## src/rtl/load_store_unit.sv

```systemverilog
// Data-memory access stage: runs one request/ready bus transaction per load/store,
// stalls the datapath while it is in flight and returns lane-aligned load data.
//
// state   | meaning
// IDLE    | waiting for a load/store; misaligned word accesses fault here
// REQUEST | bus_request high, latched fields on the bus, waiting for bus_ready
// DONE    | load data valid, stall released so the datapath commits
module load_store_unit #(
    parameter int TIMEOUT_CYCLES = 16
) (
    input  logic        clock,
    input  logic        reset,
    input  logic        memory_read,
    input  logic        memory_write,
    input  logic        byte_access,
    input  logic [31:0] address,
    input  logic [31:0] write_data,
    output logic [31:0] read_data,
    output logic        stall,
    output logic        fault,
    output logic        bus_request,
    output logic        bus_write,
    output logic [31:0] bus_address,
    output logic [3:0]  bus_byte_enable,
    output logic [31:0] bus_write_data,
    input  logic        bus_ready,
    input  logic [31:0] bus_read_data
);

    localparam int CW = $clog2(TIMEOUT_CYCLES + 1);
    localparam logic [CW-1:0] TIMEOUT_W = CW'(TIMEOUT_CYCLES);

    typedef enum logic [1:0] {
        S_IDLE,
        S_REQUEST,
        S_DONE
    } state_t;

    state_t        state_q, state_d;
    logic [CW-1:0] wait_q, wait_d;
    logic          bus_write_q, bus_write_d;
    logic [31:0]   bus_address_q, bus_address_d;
    logic [3:0]    byte_enable_q, byte_enable_d;
    logic [31:0]   write_data_q, write_data_d;
    logic          byte_q, byte_d;
    logic [1:0]    lane_q, lane_d;
    logic [31:0]   read_data_q, read_data_d;

    logic access;
    logic misaligned;
    logic stall_c;
    logic fault_c;
    logic zero_read_c;

    assign access     = memory_read | memory_write;
    assign misaligned = !byte_access && (address[1:0] != 2'b00);

    always_comb begin
        state_d       = state_q;
        wait_d        = wait_q;
        bus_write_d   = bus_write_q;
        bus_address_d = bus_address_q;
        byte_enable_d = byte_enable_q;
        write_data_d  = write_data_q;
        byte_d        = byte_q;
        lane_d        = lane_q;
        read_data_d   = read_data_q;
        stall_c       = 1'b0;
        fault_c       = 1'b0;
        zero_read_c   = 1'b0;

        case (state_q)
            S_IDLE: begin
                if (access) begin
                    if (misaligned) begin
                        fault_c     = 1'b1;
                        zero_read_c = 1'b1;
                        read_data_d = '0;
                    end else begin
                        stall_c       = 1'b1;
                        state_d       = S_REQUEST;
                        wait_d        = '0;
                        bus_write_d   = memory_write;
                        bus_address_d = {address[31:2], 2'b00};
                        byte_enable_d = byte_access ? (4'b0001 << address[1:0]) : 4'b1111;
                        write_data_d  = byte_access ? {4{write_data[7:0]}} : write_data;
                        byte_d        = byte_access;
                        lane_d        = address[1:0];
                    end
                end
            end

            S_REQUEST: begin
                stall_c = 1'b1;
                // A ready arriving in the timeout cycle still completes the access.
                if (bus_ready) begin
                    state_d = S_DONE;
                    if (!bus_write_q) begin
                        read_data_d = byte_q ? {24'b0, bus_read_data[{lane_q, 3'b000} +: 8]}
                                             : bus_read_data;
                    end
                end else if (wait_q == TIMEOUT_W) begin
                    fault_c     = 1'b1;
                    read_data_d = '0;
                    state_d     = S_DONE;
                end else begin
                    wait_d = wait_q + 1'b1;
                end
            end

            S_DONE: begin
                state_d = S_IDLE;
            end

            default: begin
                state_d = S_IDLE;
            end
        endcase
    end

    always_ff @(posedge clock) begin
        if (reset) begin
            state_q       <= S_IDLE;
            wait_q        <= '0;
            bus_write_q   <= 1'b0;
            bus_address_q <= '0;
            byte_enable_q <= '0;
            write_data_q  <= '0;
            byte_q        <= 1'b0;
            lane_q        <= '0;
            read_data_q   <= '0;
        end else begin
            state_q       <= state_d;
            wait_q        <= wait_d;
            bus_write_q   <= bus_write_d;
            bus_address_q <= bus_address_d;
            byte_enable_q <= byte_enable_d;
            write_data_q  <= write_data_d;
            byte_q        <= byte_d;
            lane_q        <= lane_d;
            read_data_q   <= read_data_d;
        end
    end

    assign stall           = stall_c & ~reset;
    assign fault           = fault_c & ~reset;
    assign read_data       = zero_read_c ? 32'h0 : read_data_q;
    assign bus_request     = (state_q == S_REQUEST);
    assign bus_write       = bus_write_q;
    assign bus_address     = bus_address_q;
    assign bus_byte_enable = byte_enable_q;
    assign bus_write_data  = write_data_q;

endmodule

```

## config.mk

```make
export PLATFORM = sky130hd
export DESIGN_NAME = load_store_unit
export DESIGN_NICKNAME = d
export VERILOG_FILES = /design/src/rtl/load_store_unit.sv
export SDC_FILE = /design/constraint.sdc
export NUM_CORES = 1
export LEC_CHECK = 0
export CORE_MARGIN = 2
export CORE_UTILIZATION = 35
export CTS_CLUSTER_DIAMETER = 30
export DETAILED_ROUTE_END_ITERATION = 6
export PLACE_DENSITY = 0.72
export SLEW_MARGIN = 20
export SYNTH_ARGS = -nofsm -noshare
export SYNTH_HDL_FRONTEND = slang
export SYNTH_SLANG_ARGS = --single-unit
```

## constraint.sdc

```tcl
create_clock -name clock -period 1.7 [get_ports clock]
set_input_delay 0.255 -clock clock [delete_from_list [all_inputs] [get_ports clock]]
set_output_delay 0.255 -clock clock [all_outputs]
set_load 0.02 [all_outputs]
```

==> metrics.cfg <==
[drt]
route.met2.wl_um = 9260
viasPerCell = 5.14
drt_iter0_drc = 460
wirelength_um = 17600
dr.pass1.iters = 5
wire_per_inst_um = 18.4
vias = 4907
wl_met1_um = 6780
drcViolationCount = 0
top_layer = met4
wl_met3_um = 1250
detail-route-antenna-nets = 0

[setup_path]
critPathCaptureType = primary output
slowest_stage = dfxtp_4
max_stage_delay_ps = 340
cp_common_cell = buf_6
critPathLaunchType = flip-flop
crit_required_ps = 1440
path_cells = or2_4 > nor3_4 > buf_6 > buf_16 > and2b_1 > buf_6
path_max_fanout = 7
worstPathArrival_ps = 1790
criticalPathCategory = flip-flop to primary output

[sta]
fin_crit_ps = 2050
setup_ws_ps = -347
rsz0062_at_grt = true
hold_slack_ps = 316
timing.setup.tns_ps = -23590
slew_headroom = 0.424
fmax_mhz = 488
finalHoldViolCount = 0
final_max_slew_viol_count = 0
clock_skew_ps = 5.50
setup_viol = 124
min_period_over_period = 1.20
worst_slew_pin_slew_ps = 863

[synthesis]
synth-compound-area-share = 0.196
synthSimpleGateAreaFrac = 0.215
ys_warn_count = 0
synth_area_leaders = dfxtp_1 47%, nand2_1 7.2%, mux2i_1 5.9%
synth_seq_cells = 109
ys_seq_area_frac = 0.472
netlist.area_leader.share = 0.472
synth.most_common_cell = dfxtp_1
synthXorXnorAreaFrac = 0.00379
synth.area.mux_share = 0.0585
synth_fa_ha_area_frac = 0.00542
avgSynthCellArea_um2 = 8.87
ys_types = 43
syn_area_mm2 = 0.00462
syn_inst = 521
synth_top_family_by_area = simple AND/OR/NAND/NOR gates
synth_edf_count = 0
synth-main-ff-cell = dfxtp_1
synthTopCellsByCount = 109 x dfxtp_1, 89 x nand2_1, 50 x a21oi_1
netlist.top_cell.by_area = dfxtp_1
async_flop_share = 0

[global_route]
grt_pass1_vias = 4763
gr-usage-all-layers = 0.217
antenna_found_initial = 0
grt_max_degree = 63
grt_pass1_wl_um = 24400
grt_remaining_overflow = 0

[clock_network]
cts_root_buf = clkbuf_16
hold_buffers = 0
path_clk_slew_ps = 70
cts_buffers = 9
clock_sinks = 109
clockBufferDepth = 2
cts_htree_levels = 3
clk_latency_ps = 340
cts_tree = done

[power]
power_density_mw_per_mm2 = 841
power_switching_uw = 2050
leakagePower_uw = 0.00340
power.share.clock = 0.297
finalPower_uw = 7150
power_frac_comb = 0.306
internal_power_uw = 5100
ir_drop_uv = 570
power_frac_seq = 0.397
switching_share = 0.286

[placement]
dp.cells = 896
place_congestion = 0.825
detailed_place_hpwl_um = 10300
port_buffers = 203
post_dp_cell_area_mm2 = 0.00704

[outcome]
violations = negative setup slack
status = finished with violations

[floorplan]
coreArea_mm2 = 0.0128
start_util = 0.362
io_pins = 206
num_rows = 41
dieArea_mm2 = 0.0141
die_w_um = 119
fp.dieH_um = 119

[finish]
drive_above_1_share = 0.294
nNetsFinal = 882
stdcell_count = 955
diodes = 0
fin_area_mm2 = 0.00849
syn_to_final_growth_pct = 83.9

[min_path]
hold_class = primary input to flip-flop

[job]
maxCapViolations = 0

==> stage by stage <==
| step | utilization | setup WS (ps) |
|---|---|---|
| floorplan | - | -49.6 |
| global placement | 0.551 | -658 |
| detailed placement | 0.551 | -700 |
| CTS | 0.602 | -403 |
| global route | 0.665 | -397 |
| finish | 0.665 | -347 |
==> critical path, delay by kind of cell (launching register included) <==
kind / cells / cell delay, ps
buffers and inverters: 3 / 430
flip-flops: 1 / 340
AND/OR/NAND/NOR: 3 / 670
==> final cells by class <==
class,count,area (um^2)
clock buffers,14,295
clock inverters,2,12.5
fillers,962,4280
inverters,3,11.3
multi-input cells,368,2630
flip-flops and latches,109,2190
well taps,172,215
repair buffers,287,3140
==> layer usage <==
metal / vias to the layer above / global-route usage
li1: 2330 / -
met1: 2346 / 0.246
met2: 210 / 0.383
met3: 21 / 0.0647
met4: 0 / 0.0841
met5: - / 0
==> placed cells by master (no fill, tap or decap), types with 3 or more instances in the layout <==
master,netlist,layout
clkbuf_16,0,18
dfxtp_2,0,3
a211oi_2,0,12
nor3_4,2,3
nand2b_1,7,7
mux2i_1,27,27
dfxtp_1,109,105
nand2_4,0,4
a22o_1,29,29
buf_12,0,12
o21ai_1,0,3
clkbuf_8,0,3
clkdlybuf4s50_1,0,163
nor2b_1,34,19
nor2_1,39,37
nand3_1,7,7
inv_1,3,3
buf_6,3,39
a21oi_1,50,26
buf_16,0,7
and2b_1,6,6
a21oi_2,0,24
a31oi_1,11,11
buf_4,4,43
nor2b_4,0,14
nand2_1,89,69
nand2_2,0,16
buf_2,11,10
a211oi_1,24,12
nand3b_1,3,3
==> worst paths after layout <==
check	startpoint	to	slack, ps	cells past startpoint
worst min register to register	bus_write_data[4]	bus_write_data[4]	460	2
worst min-delay path	reset	wait_q[3]	320	2
worst max-delay path	state_q[1]	read_data[1]	-350	6
worst max register to register	state_q[1]	read_data_q[30]	-270	9
==> flip-flops by register name (all words and copies together) (netlist names) <==
name and cells:
bus_write 1, wait_q 5, bus_address 30, byte_q 1
lane_q 2, bus_byte_enable 4, read_data_q 32, bus_write_data 32
state_q 2
==> power groups by stage <==
stage               logic (uW)  clock network, uW  registers [uW]
detailed placement        1560                  0            2880
floorplan                  607                  0            3040
global route              2300               2270            2850
finish                    2190               2120            2830
global placement          1540                  0            2870
CTS                       1830               2160            2830
==> kinds of logic (layout without fill, tap and decap cells) <==
kind of cell,count (synthesis),after routing
XOR/XNOR,2,2
AND/OR/NAND/NOR,202,202
adder cells (fa/ha/maj),2,2
other,1,2
buffers and inverters,45,306
AO/OA/AOI/OAI,133,133
multiplexers,27,27
flip-flops,109,109
==> timing repair <==
item                       4_1_cts  5_1_grt
setup endpoints to repair      119      135
hold endpoints to repair         0        0
pin swaps                       35       38
cloned                           9       10
resized for setup              186      152
buffers inserted                16       16
No activity file was read; power rests on OpenSTA's default activity.
==> edit 1: new RTL, same flow settings <==
The 3 states of `state_t` get a one-hot encoding in 3 bits.
--- a/src/rtl/load_store_unit.sv
+++ b/src/rtl/load_store_unit.sv
@@ -32,6 +32,6 @@
 
-    typedef enum logic [1:0] {
-        S_IDLE,
-        S_REQUEST,
-        S_DONE
+    typedef enum logic [2:0] {
+        S_IDLE    = 3'b001,
+        S_REQUEST = 3'b010,
+        S_DONE    = 3'b100
     } state_t;
Formal check against the unedited RTL: same outputs for any inputs over 4 cycles, from zero or initial values and one cycle with reset high; so few cycles prove little.
==> edit 1 against the original RTL <==
  * The run still ends with negative setup slack left
  * Worst hold slack lost 0.0064 ns
  * Wire length shrank 2.2%
  * Cell area shrank 1.1%
  * Sequential share of layout area grew 0.49 points
  * Worst setup slack lost 0.011 ns
  * Sequential cell count grew 1
  * Critical path type unchanged
  * Total power shrank 1.9%
  * Synthesized area grew 1.1%
==> edit 1: results (changes against the original RTL) <==
| Metric | Value |
|---|---|
| Int Pwr | `4.93 mW (-3.4%)` |
| Hold Worst Slack | `0.310 ns (-0.00638 ns)` |
| Dpl cells | `902 (+0.67%)` |
| Pin count of the biggest net entering global routing | `57 (-9.5%)` |
| Top cells by count, synth | `dfxtp_1 (110), nand2_1 (85), a21oi_1 (53)` |
| R2r setup slk | `-0.30 ns (-0.03 ns)` |
| RR Startpoint | `state_q[2]` |
| CP Max Fanout | `6 (-1)` |
| Post-layout nets | `877 (-0.57%)` |
| Pre-CTS WS | `-0.819 ns (-0.119 ns)` |
| Clock share of power | `0.306 (+0.009)` |
| Final std cells w/o fill | `954 (-0.10%)` |
| GRT Overall Usage | `0.216 (-0.00134)` |
| Number of global-route vias before repair | `4704 (-1.2%)` |
| Adder-cell area share of the yosys netlist | `0.00536 (-0.0000581)` |
| Post-Synth XOR/XNOR Area | `0.00375 (-0.0000406)` |
| Worst Setup EP | `read_data[31]` |
| Failing checks | `negative setup slack` |
| Complex-gate fraction of the synthesized area | `0.199 (+0.00218)` |
| DR pass1 iterations | `4 (-1)` |
| Seq/Total Area, Yosys | `0.472 (-0.000776)` |
| GRT met1 Usage | `0.263 (+0.0170)` |
| Post-CTS setup buffers | `8 (-8)` |
| Synth Instances | `524 (+0.58%)` |
| Starting DRT DRC Count | `319 (-31%)` |
| Synth top area share | `0.472 (-0.000776)` |
| Outcome | `finished with violations` |
| Final setup violation count | `122 (-1.6%)` |
| Synth cell types | `48 (+12%)` |
| Worst Hold Path EP | `state_q[0]` |
| RR Endpoint | `read_data_q[3]` |
| Sequential share of power | `0.405 (+0.008)` |
| R2r worst-path depth | `10 (+1)` |
| HPWL Detailed | `10800 um (+5.1%)` |
| Area post-placement | `7080 um^2 (+0.48%)` |
| Met3 Resource Use GR | `0.0575 (-0.00715)` |
| Min setup slack post-route | `-0.358 ns (-0.0112 ns)` |
[edit 1: cell count changes after synthesis, moves of 4 or more]
cell,unedited run,this run
o2bb2ai_1,3,8
nand3_1,7,12
a22o_1,29,4
o21ai_0,5,1
buf_1,4,0
nand2b_1,7,17
and2b_1,6,2
nand2_1,89,85
a31oi_1,11,7
a22o_2,0,20
[edit 1: final cells by class]
type	count	area [um^2]
Clock buffer	9	225
Clock inverter	7	73.8
Sequential cell	110	2210
Multi-Input combinational cell	367	2760
Tap cell	176	220
Timing Repair Buffer	278	2880
Inverter	7	28.8
Fill cell	1052	4740
[edit 1: layer usage]
metal  part of all wire  vias up  wire length, um
li1                   -     2317                -
met1               0.42     2311             7170
met2               0.48      203             8310
met3              0.074       31             1270
met4              0.026        0              450
met5                  0        -                0
[edit 1: critical path, cell delays in order (launching register included)]
cell and delay, ns:
dfxtp_2 0.33, or3b_4 0.41, nor3_4 0.13, buf_6 0.16, buf_12 0.12, and2b_1 0.18
buf_6 0.13
==> edit 2: new RTL, same settings <==
Made on the original files. Set the parameter `TIMEOUT_CYCLES` to 32 (it was 16).
--- a/src/rtl/load_store_unit.sv
+++ b/src/rtl/load_store_unit.sv
@@ -8,3 +8,3 @@
 module load_store_unit #(
-    parameter int TIMEOUT_CYCLES = 16
+    parameter int TIMEOUT_CYCLES = 32
 ) (
Formal check against the unedited RTL: no difference found for any inputs over 4 cycles, from zero or initial values and one cycle with reset high; that may be too few to reach the edited logic, so the function may still have changed.
==> edit 2 against the original RTL <==
  * Clock skew up 0.00069 ns
  * Synthesized area up 2.4%
  * Register-to-register slack better by 0.09 ns
  * Sequential cell count up 1
  * Total power down 5.9%
  * Worst setup slack better by 0.047 ns
  * The flow still finishes with violations (negative setup slack)
  * Critical path type unchanged
  * Global-route usage down 0.15 points
  * Critical path depth up 1
  * Maximum frequency up 2.3%
  * Highest routed layer unchanged
  * Wire length down 9.1%
  * Clock power up 3%
  * Cell area down 8.9%
==> edit 2: results (changes against the original RTL) <==
| Metric | Value |
|---|---|
| Outcome | `finished with violations` |
| Failing checks | `negative setup slack` |
| Final Cell Area | `7740 um^2 (-8.9%)` |
| Via count | `4808 (-2.0%)` |
| VDD IR max | `0.683 mV (+20%)` |
| Worst path max stage delay | `0.32 ns (-0.02 ns)` |
| Top cells by area, synth | `dfxtp_1 (47%), nand2_1 (6.7%), a21oi_1 (5.8%)` |
| Worst-Margin Slew | `0.547 ns (-0.317 ns)` |
| CTS Buffer Depth | `2 (unchanged)` |
| GRT met1 Usage | `0.258 (+0.0124)` |
| Synth Instances | `528 (+1.3%)` |
| Starting DRT DRC Count | `241 (-48%)` |
| Seq/Total Area, Yosys | `0.465 (-0.00701)` |
| Critical path's slowest cell | `dfxtp_2` |
| WP data arrival | `1.75 ns (-0.04 ns)` |
| Top cells by count, synth | `dfxtp_1 (110), nand2_1 (85), a21oi_1 (55)` |
| Dpl cells | `918 (+2.5%)` |
| RR Endpoint | `read_data_q[17]` |
| Setup TNS | `-12.74 ns (+10.85 ns)` |
| Met2 usage in global routing | `0.360 (-0.0232)` |
| First-pass GRT wire length | `24700 um (+1.1%)` |
| Area post-placement | `7220 um^2 (+2.5%)` |
| Min setup slack post-route | `-0.300 ns (+0.0469 ns)` |
| Mapped cell area | `4730 um^2 (+2.4%)` |
| Num CTS Buffers | `9 (unchanged)` |
| Placer Congestion | `0.806 (-2.4%)` |
| Post-layout nets | `865 (-1.9%)` |
| GRT Overall Usage | `0.216 (-0.00152)` |
| Pin count of the biggest net entering global routing | `50 (-21%)` |
| Static Leak | `3.11 nW (-8.6%)` |
| Worst-Skew Late Latency | `0.36 ns (+0.02 ns)` |
| Family with the most delay on the worst path | `simple AND/OR/NAND/NOR gates` |
| HPWL Detailed | `11300 um (+9.6%)` |
| Synth cell types | `52 (+21%)` |
| RR Startpoint | `state_q[0]` |
| Worst Setup EP | `read_data[2]` |
| Met3 Resource Use GR | `0.0750 (+0.0103)` |
| Clock skew | `0.00619 ns (+0.000687 ns)` |
| Avg WL per Cell | `17.0 um (-7.8%)` |
| Via density | `5.10 (-0.67%)` |
| Final setup violation count | `66 (-47%)` |
| Worst-path clk slew | `0.07 ns (about the same)` |
| Share of layout cells above drive strength 1 | `0.198 (-0.0953)` |
| R2r setup slk | `-0.18 ns (+0.09 ns)` |
-- edit 2: changes by cell type after synthesis, moves of 4 or more --
| cell | unedited run | this run |
|---|---|---|
| a31oi_1 | 11 | 6 |
| a311oi_1 | 0 | 4 |
| a22o_1 | 29 | 25 |
| a21oi_1 | 50 | 55 |
| nand2b_1 | 7 | 13 |
| nor2b_1 | 34 | 23 |
| nand2_1 | 89 | 85 |
-- edit 2: per-layer routing --
metal  vias to the layer above  routed length [um]
li1                       2309                   -
met1                      2257                6420
met2                       218                7650
met3                        24                1630
met4                         0                 299
met5                         -                   0
-- edit 2: final cells by class --
type,instances,area (um^2)
Inverter,6,22.5
Clock inverter,7,80.1
Tap cell,176,220
Clock buffer,9,225
Multi-Input combinational cell,370,2410
Sequential cell,110,2210
Fill cell,1157,5500
Timing Repair Buffer,264,2570
-- edit 2: power breakdown --
part / total, mW / internal, mW / switching (mW)
Clock: 2.19 / 1.16 / 1.02
Combinational: 1.70 / 0.850 / 0.845
Sequential: 2.85 / 2.75 / 0.0979
-- edit 2: worst min path at each step --
stage / startpoint / endpoint / slack (ns) / cells past startpoint
after floorplan: bus_read_data[10] / read_data_q[10] / 0.38 / 1
after global placement: bus_address[24] / bus_address[24] / 0.44 / 2
after detailed placement: bus_address[3] / bus_address[3] / 0.45 / 2
after CTS: reset / state_q[1] / 0.26 / 2
after global routing: reset / state_q[1] / 0.27 / 2
final: reset / state_q[1] / 0.26 / 2
-- edit 2: kinds of logic (layout without fill, tap and decap cells) --
| kind of cell | Yosys count | count (layout) | share of synthesized area |
|---|---|---|---|
| adders and majority gates | 2 | 2 | 0.00529 |
| AOI/OAI and AO/OA | 140 | 140 | 0.204 |
| DFF | 110 | 110 | 0.465 |
| other | 1 | 2 | 0.000792 |
| xor gates and xnor gates | 2 | 2 | 0.00370 |
| buffers and inverters | 49 | 286 | 0.0555 |
| muxes | 27 | 27 | 0.0571 |
| and+or+nand+nor | 197 | 197 | 0.208 |
-- edit 2: metrics by stage --
step | hold slack, ns | total power, mW | worst slack (ns)
4_1_cts | 0.259 | 6.71 | -0.328
3_3_place_gp | 0.442 | 4.44 | -0.752
5_1_grt | 0.274 | 6.99 | -0.361
2_1_floorplan | 0.380 | 3.65 | -0.100
3_5_place_dp | 0.447 | 4.48 | -0.785
6_report | 0.265 | 6.73 | -0.300
-- edit 2: what timing repair did --
item                                    4_1_cts  5_1_grt
gates cloned                                  3        1
endpoints found under the setup margin      124       90
pin swaps                                     3        7
gates resized for setup                     162       66
setup buffers                                 4        4
